## src/rtl/bram_pkg.sv

```systemverilog
// Shared constants and helpers for the block-RAM arbiter.
package bram_pkg;

  localparam int unsigned BRAM_AW = 8;
  localparam int unsigned BRAM_DW = 16;
  localparam int unsigned MAX_REQ = 4;
  localparam int unsigned IDX_W   = 2;

  // Binary index of the set bit of a one-hot (or zero) vector.
  function automatic logic [IDX_W-1:0] onehot_to_idx(input logic [MAX_REQ-1:0] oh);
    logic [IDX_W-1:0] idx;
    idx = '0;
    for (int unsigned i = 0; i < MAX_REQ; i++) begin
      if (oh[i]) idx = IDX_W'(i);
    end
    return idx;
  endfunction

endpackage

```

## src/rtl/rr_arbiter.sv

```systemverilog
// Combinational round-robin arbiter: the search starts one past the last
// granted requester and wraps around.
module rr_arbiter
  import bram_pkg::*;
#(
  parameter int unsigned NREQ = 2
) (
  input  logic [NREQ-1:0]  req_i,
  input  logic [IDX_W-1:0] last_grant_i,
  output logic [NREQ-1:0]  grant_o,
  output logic [IDX_W-1:0] grant_idx_o,
  output logic             any_o
);

  logic [MAX_REQ-1:0] grant_wide;
  logic               found;

  // Pick the first pending requester in rotated priority order.
  always_comb begin
    grant_o    = '0;
    found      = 1'b0;
    grant_wide = '0;
    for (int unsigned off = 1; off <= NREQ; off++) begin
      for (int unsigned i = 0; i < NREQ; i++) begin
        if (!found && req_i[i] && (i == (32'(last_grant_i) + off) % NREQ)) begin
          grant_o[i] = 1'b1;
          found      = 1'b1;
        end
      end
    end
    grant_wide[NREQ-1:0] = grant_o;
    grant_idx_o          = onehot_to_idx(grant_wide);
    any_o                = found;
  end

endmodule

```

## src/rtl/bram_arbiter.sv

```systemverilog
// Shares one 256x16 synchronous-read block RAM between NREQ requesters,
// one access per clock, round-robin, with a 1-cycle read response strobe.
module bram_arbiter
  import bram_pkg::*;
#(
  parameter int unsigned NREQ = 2,
  parameter int unsigned AW   = BRAM_AW,
  parameter int unsigned DW   = BRAM_DW
) (
  input  logic             clk,
  input  logic             rst,
  input  logic [NREQ-1:0]    req_valid,
  output logic [NREQ-1:0]    req_ready,
  input  logic [NREQ-1:0]    req_we,
  input  logic [NREQ*AW-1:0] req_addr,
  input  logic [NREQ*DW-1:0] req_wdata,
  output logic [NREQ-1:0]    rsp_valid,
  output logic [DW-1:0]      rsp_data,
  output logic [AW-1:0]      bram_raddr,
  input  logic [DW-1:0]      bram_rdata,
  output logic               bram_we,
  output logic [AW-1:0]      bram_waddr,
  output logic [DW-1:0]      bram_wdata
);

  logic [NREQ-1:0]  grant;
  logic [IDX_W-1:0] grant_idx;
  logic             grant_any;
  logic             xfer;

  logic [AW-1:0]    win_addr;
  logic [DW-1:0]    win_wdata;
  logic             win_we;

  logic [IDX_W-1:0] last_grant_q, last_grant_d;
  logic             rsp_pend_q, rsp_pend_d;
  logic [IDX_W-1:0] rsp_owner_q, rsp_owner_d;
  logic [AW-1:0]    addr_q, addr_d;
  logic [DW-1:0]    wdata_q, wdata_d;

  rr_arbiter #(.NREQ(NREQ)) u_rr (
    .req_i        (req_valid),
    .last_grant_i (last_grant_q),
    .grant_o      (grant),
    .grant_idx_o  (grant_idx),
    .any_o        (grant_any)
  );

  // Select the winner's address, data and direction.
  always_comb begin
    win_addr  = '0;
    win_wdata = '0;
    win_we    = 1'b0;
    for (int unsigned i = 0; i < NREQ; i++) begin
      if (grant[i]) begin
        win_addr  = req_addr[i*AW +: AW];
        win_wdata = req_wdata[i*DW +: DW];
        win_we    = req_we[i];
      end
    end
  end

  // Handshake and BRAM drive; reset gates ready and write enable so no
  // access can slip through while reset is asserted.
  always_comb begin
    xfer       = grant_any & ~rst;
    req_ready  = rst ? '0 : grant;
    bram_we    = xfer & win_we;
    bram_raddr = xfer ? win_addr  : addr_q;
    bram_waddr = xfer ? win_addr  : addr_q;
    bram_wdata = xfer ? win_wdata : wdata_q;
  end

  // Next-state: pointer advances and the read response is armed only on a transfer.
  always_comb begin
    last_grant_d = last_grant_q;
    addr_d       = addr_q;
    wdata_d      = wdata_q;
    rsp_pend_d   = 1'b0;
    rsp_owner_d  = rsp_owner_q;
    if (xfer) begin
      last_grant_d = grant_idx;
      addr_d       = win_addr;
      wdata_d      = win_wdata;
      rsp_pend_d   = ~win_we;
      if (!win_we) rsp_owner_d = grant_idx;
    end
  end

  // State registers.
  always_ff @(posedge clk or posedge rst) begin
    if (rst) begin
      last_grant_q <= IDX_W'(NREQ - 1);
      rsp_pend_q   <= 1'b0;
      rsp_owner_q  <= '0;
      addr_q       <= '0;
      wdata_q      <= '0;
    end else begin
      last_grant_q <= last_grant_d;
      rsp_pend_q   <= rsp_pend_d;
      rsp_owner_q  <= rsp_owner_d;
      addr_q       <= addr_d;
      wdata_q      <= wdata_d;
    end
  end

  // Response strobe to the owner of the previous cycle's read; data passes straight through.
  always_comb begin
    rsp_valid = '0;
    for (int unsigned i = 0; i < NREQ; i++) begin
      rsp_valid[i] = rsp_pend_q && (rsp_owner_q == IDX_W'(i));
    end
    rsp_data = bram_rdata;
  end

  a_ready_onehot0 : assert property (@(posedge clk) disable iff (rst) $onehot0(req_ready));
  a_rsp_onehot0   : assert property (@(posedge clk) disable iff (rst) $onehot0(rsp_valid));

endmodule

```

## config.mk

```make
export PLATFORM = sky130hd
export DESIGN_NAME = bram_arbiter
export DESIGN_NICKNAME = d
export VERILOG_FILES = /design/src/rtl/bram_pkg.sv /design/src/rtl/rr_arbiter.sv /design/src/rtl/bram_arbiter.sv
export SDC_FILE = /design/constraint.sdc
export NUM_CORES = 1
export LEC_CHECK = 0
export CORE_MARGIN = 2
export CORE_UTILIZATION = 33
export DETAILED_ROUTE_END_ITERATION = 6
export PLACE_DENSITY = 0.81
export SETUP_SLACK_MARGIN = 0.3
export SKIP_LAST_GASP = 1
export SLEW_MARGIN = 5
export SYNTH_ARGS = -nofsm -noshare
export SYNTH_HDL_FRONTEND = slang
export SYNTH_SLANG_ARGS = --single-unit
```

## constraint.sdc

```tcl
create_clock -name clk -period 1.9 [get_ports clk]
set_input_delay 0.38 -clock clk [delete_from_list [all_inputs] [get_ports clk]]
set_output_delay 0.38 -clock clk [all_outputs]
set_load 0.01 [all_outputs]
```

# Yosys cells after proc, flatten, opt, wreduce, memory -nomap -nowiden
# Index checks and enable logic that the tools add are counted.
# totals
regBits	27
in_bits	70
output_inout_bits	53
elab_cells	46
# op_classes
n_addsub	2
n_eq_ne	1
n_mux	18
n_bitwise	4
reduce_logical	16
# op_table
cell	n
32-bit zero test	2
16-bit two-way mux	3
8-bit two-way mux	3
1-bit two-way mux	11
1-bit logical AND	9
1-bit zero test	3
1-bit adder, second input constant	2
1-bit AND	2
2-bit zero test	1
2-bit two-way mux	1
1-bit NOT	2
2-bit AND reduction	1
1-bit == test, second input constant	1

# Logic depth before layout (Yosys ltp)
# Gate-level depths: netlist of run 1.
# logic_depth
depth_word	19
depth_mapped	6
mapped_depth_nobuf	3

# Modules after synthesis
# A second synthesis of run 1 with hierarchy kept.
# unflattened
cells_unflattened	160
area_unflattened_um2	1544.0
# by_module_without_submodules
mod	n_inst	cells_each	area_each_um2	seq_area_each_um2
bram_arbiter	1	153	1500.2	726.9
rr_arbiter	1	7	43.8	0.0

# Worst setup path before layout of run 1
# OpenSTA, ideal clock, no wires.
# synth_timing
path_type	flip-flop to output port
from	register last_grant_q[0]
to	output port bram_waddr[0]
arrival_time_ps	1494
t_required_ps	1520
setup_slack_ps	26
path_stages_with_launch	7
n_path_buf	3
path_cell_list	dfstp_2 > nand2b_1 > buf_6 > buf_6 > a32oi_1 > a21oi_1 > buf_4
# synth_between
elab_chain_len	18
word_cells_on_any_way	25
cone_classes	add/sub: 2; mux: 10; bitwise: 1; reduce/logical: 12
# synth_rtl
element	line_no	rtl
start: declaration	bram_arbiter.sv:35	logic [IDX_W-1:0] last_grant_q, last_grant_d;
start signal: assignment	bram_arbiter.sv:93	last_grant_q <= IDX_W'(NREQ - 1);
start signal: assignment	bram_arbiter.sv:99	last_grant_q <= last_grant_d;
1-bit adder	rr_arbiter.sv:25	if (!found && req_i[i] && (i == (32'(last_grant_i) + off) % NREQ)) begin
32-bit zero test	rr_arbiter.sv:25	
1-bit logical AND	rr_arbiter.sv:25	
1-bit two-way mux	rr_arbiter.sv:25	
1-bit zero test	rr_arbiter.sv:25	
1-bit logical AND (2 in series)	rr_arbiter.sv:25	
1-bit two-way mux	rr_arbiter.sv:25	
1-bit zero test	rr_arbiter.sv:25	
1-bit logical AND (2 in series)	rr_arbiter.sv:25	
1-bit two-way mux	rr_arbiter.sv:25	
1-bit zero test	rr_arbiter.sv:25	
1-bit logical AND (2 in series)	rr_arbiter.sv:25	
1-bit two-way mux	rr_arbiter.sv:25	
8-bit two-way mux / 1-bit AND (equally long branches)	bram_arbiter.sv:55, bram_arbiter.sv:66	
8-bit two-way mux *	--	
end: declaration	bram_arbiter.sv:22	output logic [AW-1:0] bram_waddr,
# Mark *: on every way between the ends. The rest lies on a longest branch, timed or not.

# Worst setup path after layout of run 1
# layout_timing
from	register last_grant_q[0]
to	output port bram_wdata[7]
# layout_between
elab_chain_len	18
word_cells_on_any_way	25
cone_classes	add/sub: 2; mux: 10; bitwise: 1; reduce/logical: 12
# layout_rtl
element	line_no	rtl
1-bit adder	rr_arbiter.sv:25	
32-bit zero test	rr_arbiter.sv:25	
1-bit logical AND	rr_arbiter.sv:25	
1-bit two-way mux	rr_arbiter.sv:25	
1-bit zero test	rr_arbiter.sv:25	
1-bit logical AND (2 in series)	rr_arbiter.sv:25	
1-bit two-way mux	rr_arbiter.sv:25	
1-bit zero test	rr_arbiter.sv:25	
1-bit logical AND (2 in series)	rr_arbiter.sv:25	
1-bit two-way mux	rr_arbiter.sv:25	
1-bit zero test	rr_arbiter.sv:25	
1-bit logical AND (2 in series)	rr_arbiter.sv:25	
1-bit two-way mux	rr_arbiter.sv:25	
16-bit two-way mux / 1-bit AND (equally long branches)	bram_arbiter.sv:55, bram_arbiter.sv:66	
16-bit two-way mux *	--	
end: declaration	bram_arbiter.sv:23	output logic [DW-1:0] bram_wdata
# Marked as above.

==> reports/metrics.yaml, run 1 <==
global_route:
  grt.overflow.total: 0
  grt_pass1_vias: 1763
  antenna_found_initial: 0
  grt_usage: 0.211
  grt_pass1_wl_mm: 8.51
  grt_max_degree: 25
cells_and_area:
  antenna_cells: 0
  final_cell_mix: "clkdlybuf4s50_1 (50), buf_2 (33), dfrtp_1 (26), a21oi_2 (24)"
  stdcell_area_um2: 3080
  fillers: 319
  finalCoreUtilization: 0.702
  final_common_cell: "clkdlybuf4s50_1"
  drive_gt1_frac: 0.565
  areaGrowthSynthToFinish_pct: 103
  fin_nets: 333
  instances_no_fill: 314
routing:
  drc: 0
  vias_per_cell: 5.17
  firstDrtPassIters: 4
  wirelength_mm: 5.39
  num_vias: 1624
  ant_nets: 0
  wl_per_cell_um: 17.2
  drtIter0Drc: 45
status:
  status: "complete, but fails checks"
  violations: "setup timing"
timing:
  relSlewSlack: 0.791
  layout_setup_ws_ns: -0.172
  skew_ns: 0.00123
  grt_setup_unrepaired: "yes"
  hold_viol: 0
  setup_viol: 34
  period_needed_ns: 2.07
  whs_ns: 0.348
  fmax_ghz: 0.483
  fin_crit_sh: 1.09
  worst_slew_pin_slew_ns: 0.314
  final_max_slew_viol_count: 0
worst_setup_path:
  cp.required_ns: 1.52
  startpoint_type: "flip-flop"
  cp-end-kind: "primary output"
  arrival_ns: 1.69
  cp_max_fo: 5
  worstSetupPathType: "flip-flop to primary output"
clocking:
  cts_buffers: 3
  h-tree-depth: 1
  cts_tree: "built"
  clkTransAtPathRegs_ns: 0.10
  clockRootBuffer: "clkbuf_8"
  cts.sinks: 27
  cts_max_path_buffers: 2
  clk_latency_ns: 0.27
  ctsHoldBuffers: 0
run:
  cap_violations: 0
floorplan:
  dieArea_um2: 5150
  placementRows: 24
  ios: 123
  dieHeight_um: 71.7
  start_util: 0.345
  core_um2: 4380
  die_x_um: 71.7
logic_synthesis:
  synth-seq-cells: 27
  synth_area_um2: 1510
  yosysSeqAreaShare: 0.447
  postSynthAreaPerCell_um2: 9.83
  netlist_instances: 154
  ys_warn_count: 0
  yosysUniqueCellTypes: 22
  syn-num-nets: 224
place:
  gp_congestion: 0.735
  portBuffers: 90
  post-place-ws_ns: -0.676
  dpl.hpwl_mm: 3.43
  place_inst: 285
  dpl_cell_area_um2: 2570
power:
  pwr_density_cell_nw_per_um2: 653
  leakagePower_uw: 0.00127
  peakVddDrop_uv: 336
worst_hold_path:
  holdCritPathClass: "primary input to asynchronous set/reset pin"
-- final cells by class --
type / count / area, um2 / area share
sequential: 27 / 677 / 0.220
clock inverter: 1 / 5.00 / 0.00163
multi-input combinational: 89 / 893 / 0.290
inverter: 1 / 7.51 / 0.00244
timing repair buffer: 141 / 1390 / 0.451
clock buffer: 3 / 41.3 / 0.0134
tap: 52 / 65.1 / 0.0211
-- flip-flops by register name (all words and copies together) (netlist names) --
name and cells:
addr_q 8, wdata_q 16, rsp_pend_q 1, last_grant_q 1, rsp_owner_q 1
-- cell families after synthesis --
kind of cell | share of synthesized area
buffers and inverters | 0.190
AND/OR/NAND/NOR | 0.0975
AO/OA/AOI/OAI | 0.265
flip-flops | 0.447
-- stage by stage --
step                setup TNS [ns]  total power, uW
floorplan                        0             1110
global placement            -21.39             1500
detailed placement          -21.84             1520
CTS                          -2.96             1970
global route                 -5.41             2120
finish                       -2.98             2010
-- metal layers --
metal  GRT usage  vias up  part of all wire
met2       0.400       65              0.55
met1       0.232      784              0.37
met3      0.0478        8             0.063
met4      0.0650        0             0.014
met5           0        -                 0
li1            -      767                 -
-- power breakdown --
group	internal (uW)	switching, uW
clock network	147	183
registers	663	28.3
logic	551	437
-- path summary, 6_finish.rpt --
check	start	to	slack, ns	cells after the start
max in group asynchronous	rst	last_grant_q[0]	1.16	4
worst max register to register	last_grant_q[0]	wdata_q[7]	0.19	9
worst min register to register	wdata_q[15]	wdata_q[15]	0.53	2
worst min-delay path	rst	wdata_q[8]	0.35	4
min in group clk	wdata_q[15]	wdata_q[15]	0.53	2
worst max-delay path	last_grant_q[0]	bram_wdata[7]	-0.17	7
-- synth_stat cells --
| cell type | number | area share |
|---|---|---|
| buf_4 | 27 | 0.13 |
| and3_4 | 1 | 0.0074 |
| o21bai_1 | 1 | 0.0050 |
| nand3_1 | 1 | 0.0033 |
| nor2b_1 | 1 | 0.0041 |
| inv_1 | 1 | 0.0025 |
| a32oi_1 | 24 | 0.14 |
| buf_6 | 5 | 0.037 |
| dfstp_2 | 1 | 0.017 |
| nand2_1 | 1 | 0.0025 |
| nand2b_1 | 1 | 0.0041 |
| o32a_1 | 1 | 0.0066 |
| nor2_1 | 24 | 0.060 |
| and2_1 | 2 | 0.0083 |
| and3_1 | 2 | 0.0083 |
| a21oi_1 | 26 | 0.086 |
| a21boi_4 | 1 | 0.012 |
| buf_2 | 5 | 0.017 |
| dfrtp_1 | 26 | 0.43 |
| o21ba_2 | 1 | 0.0066 |
| a31oi_1 | 1 | 0.0041 |
| a311oi_1 | 1 | 0.0058 |
-- worst max-delay path, cell delays in order (launching register included) --
cell,delay (ns)
dfstp_2,0.55
buf_6,0.10
a21boi_4,0.06
buf_6,0.14
buf_8,0.13
a32oi_4,0.18
a21oi_2,0.11
buf_2,0.15
-- what timing repair did --
action                     in CTS  in global routing
resized for setup             191                 14
cloned                          5                  0
pin swaps                      29                 19
buffers inserted               17                  3
setup endpoints to repair      43                 40
Note: power is estimated with default switching activity, not from simulation.
==> inputs of run 2 (changes only) <==
CAP_MARGIN = 20   (was default)
==> results of run 2 <==
Final layout, timing and power as in run 1 (identical DEF).
==> inputs of run 3 (changes only) <==
CORE_MARGIN = default   (was 2)
CTS_CLUSTER_SIZE = 10   (was default)
==> run 3 against run 2 <==
Net effect:
- the run still ends with setup timing left
- global-route usage shrank 0.31 points
- clock power is essentially flat
- clock-buffer cell count grew 1
- maximum frequency shrank 2.5%
- highest routed layer unchanged
- wire length shrank 8.5%
- register-to-register slack gained 0.18 ns
- sequential share of layout area grew 1.0 points
- utilization shrank 3.1 points
- non-clock buffer count shrank 13
- worst hold slack gained 0.14 ns
- via count shrank 3.9%
- final area shrank 4.3%
- largest cell class unchanged
==> reports/metrics.yaml, run 3 (synthesized netlist as in run 1, its figures left out) <==
worst_setup_path:
  cp_max_fo: 15  # +10
  cp-end-kind: "primary output"
  worstSetupPathType: "flip-flop to primary output"
  startpoint_type: "flip-flop"
  cp.required_ns: 1.52  # about the same
  arrival_ns: 1.74  # +0.05 ns
global_route:
  use_met2: 0.376  # -0.0237
  grt_usage: 0.208  # -0.00305
  grt_pass1_wl_mm: 8.06  # -5.3%
  grt.overflow.total: 0  # unchanged
  grtUsageMet3: 0.0494  # +0.00160
  grt_max_degree: 30  # +20%
  grt_pass1_vias: 1678  # -4.8%
  grt_most_used_layer: "met2"
  antenna_found_initial: 0  # unchanged
  grtUsageMet1: 0.236  # +0.00382
floorplan:
  ios: 123  # unchanged
  placementRows: 24  # unchanged
  core_um2: 4380  # unchanged
  dieArea_um2: 4860  # -5.5%
  start_util: 0.345  # unchanged
  dieHeight_um: 69.7  # -2.8%
  die_x_um: 69.7  # -2.8%
place:
  gp_congestion: 0.660  # -10%
  dpl_cell_area_um2: 2520  # -2.1%
  dpl.hpwl_mm: 3.07  # -10%
  portBuffers: 90  # unchanged
timing:
  period_needed_ns: 2.12  # +0.0526 ns
  fin_crit_sh: 1.12  # +0.0277
  setup_tns_ns: -4.88  # -1.90 ns
  relSlewSlack: 0.756  # -0.0347
  fmax_ghz: 0.471  # -2.5%
  hold_viol: 0  # unchanged
  setup_viol: 34  # unchanged
  layout_setup_ws_ns: -0.225  # -0.0526 ns
  worst_slew_pin_slew_ns: 0.366  # +0.0521 ns
  whs_ns: 0.491  # +0.143 ns
  final_max_slew_viol_count: 0  # unchanged
  grt_setup_unrepaired: "yes"
  skew_ns: 0.000958  # -0.000277 ns
routing:
  firstDrtPassIters: 3  # -1
  drc: 0  # unchanged
  wirelength_mm: 4.93  # -8.5%
  vias_per_cell: 5.19  # +0.27%
  wl_per_cell_um: 16.4  # -4.6%
  num_vias: 1561  # -3.9%
  ant_nets: 0  # unchanged
  drtIter0Drc: 60  # +33%
power:
  power.total_uw: 1930  # -4.0%
  peakVddDrop_uv: 329  # -2.1%
  leakagePower_uw: 0.00117  # -7.6%
  pwr_density_cell_nw_per_um2: 655  # +0.33%
cells_and_area:
  final_cell_mix: "clkdlybuf4s50_1 (50), dfrtp_1 (26), a21oi_2 (24), buf_4 (24), nor2_1 (23)"
  largest_reg_flops: 16  # unchanged
  largest_register: "wdata_q"
  fin_nets: 320  # -3.9%
  antenna_cells: 0  # unchanged
  top_regs: "wdata_q (16), addr_q (8)"
  drive_gt1_frac: 0.502  # -0.0629
  regArea_um2: 677  # unchanged
  areaGrowthSynthToFinish_pct: 94.5
  stdcell_area_um2: 2940  # -4.3%
  final_common_cell: "clkdlybuf4s50_1"
  multi_input_comb_area_um2: 875  # -2.1%
  fillers: 366  # +15%
clocking:
  clockRootBuffer: "clkbuf_8"
  h-tree-depth: 1  # unchanged
  cts_buffers: 3  # unchanged
  cts_tree: "built"
  ctsHoldBuffers: 0  # unchanged
  clkTransAtPathRegs_ns: 0.09  # about the same
  cts_max_path_buffers: 2  # unchanged
  clk_latency_ns: 0.27  # about the same
  cts.sinks: 27  # unchanged
status:
  status: "complete, but fails checks"
  violations: "setup timing"
run:
  cap_violations: 0  # unchanged
worst_hold_path:
  holdCritPathClass: "primary input to asynchronous set/reset pin"
-- run 3: cell count changes in the layout (fill, tap and decap cells not counted), sizes merged --
| cell | change |
|---|---|
| clkdlybuf4s15 | +13 |
| dlygate4sd2 | +8 |
| clkinv | -1 |
| clkbuf | +3 |
| buf | -36 |
-- run 3: metal layers --
metal / share of wire / vias to the layer above
met4: 0.022 / 0
met3: 0.076 / 16
met5: 0 / -
met2: 0.53 / 68
met1: 0.37 / 743
li1: - / 734
-- run 3: area by class of cell --
class                   instances  area share
multi-input cells              89       0.297
repair buffers                128       0.433
well taps                      52      0.0221
flip-flops and latches         27       0.230
clock buffers                   4      0.0153
inverters                       1     0.00255
-- run 3: path summary, 6_finish.rpt --
| kind | startpoint | end | slack (ns) | depth (start not counted) |
|---|---|---|---|---|
| hold / removal | rst | wdata_q[14] | 0.49 | 4 |
| setup reg to reg | last_grant_q[0] | wdata_q[6] | 0.37 | 7 |
| setup / recovery | last_grant_q[0] | bram_raddr[4] | -0.22 | 6 |
| min in group clk | wdata_q[11] | wdata_q[11] | 0.52 | 2 |
| max in group asynchronous | rst | last_grant_q[0] | 1.10 | 4 |
| hold reg to reg | wdata_q[11] | wdata_q[11] | 0.52 | 2 |
-- run 3: metrics by stage --
step | cells | utilization | worst slack (ns)
6_report | 301 | 0.672 | -0.225
5_1_grt | 301 | 0.672 | -0.282
4_1_cts | 296 | 0.653 | -0.229
3_5_place_dp | 281 | 0.574 | -0.701
3_3_place_gp | 281 | 0.574 | -0.660
2_1_floorplan | 154 | - | 0.132
-- run 3: report_power, final --
group          leakage, uW  internal [uW]  switching [uW]  total, uW
Sequential        0.000311            663            26.3        689
Clock            0.0000228            150             180        330
Combinational     0.000837            504             404        908
Total              0.00117           1320             610       1930
-- run 3: timing repair --
item / 4_1_cts / 5_1_grt
cloned: 2 / 0
endpoints found under the setup margin: 40 / 36
gates resized for setup: 126 / 26
buffers inserted: 9 / 5
pin swaps: 9 / 7
-- run 3: critical path, cell delays in order, from the launching register on --
cell	delay [ns]
dfstp_2	0.54
buf_4	0.13
a21boi_4	0.07
buf_12	0.17
a32oi_2	0.18
a21oi_2	0.09
dlygate4sd2_1	0.29
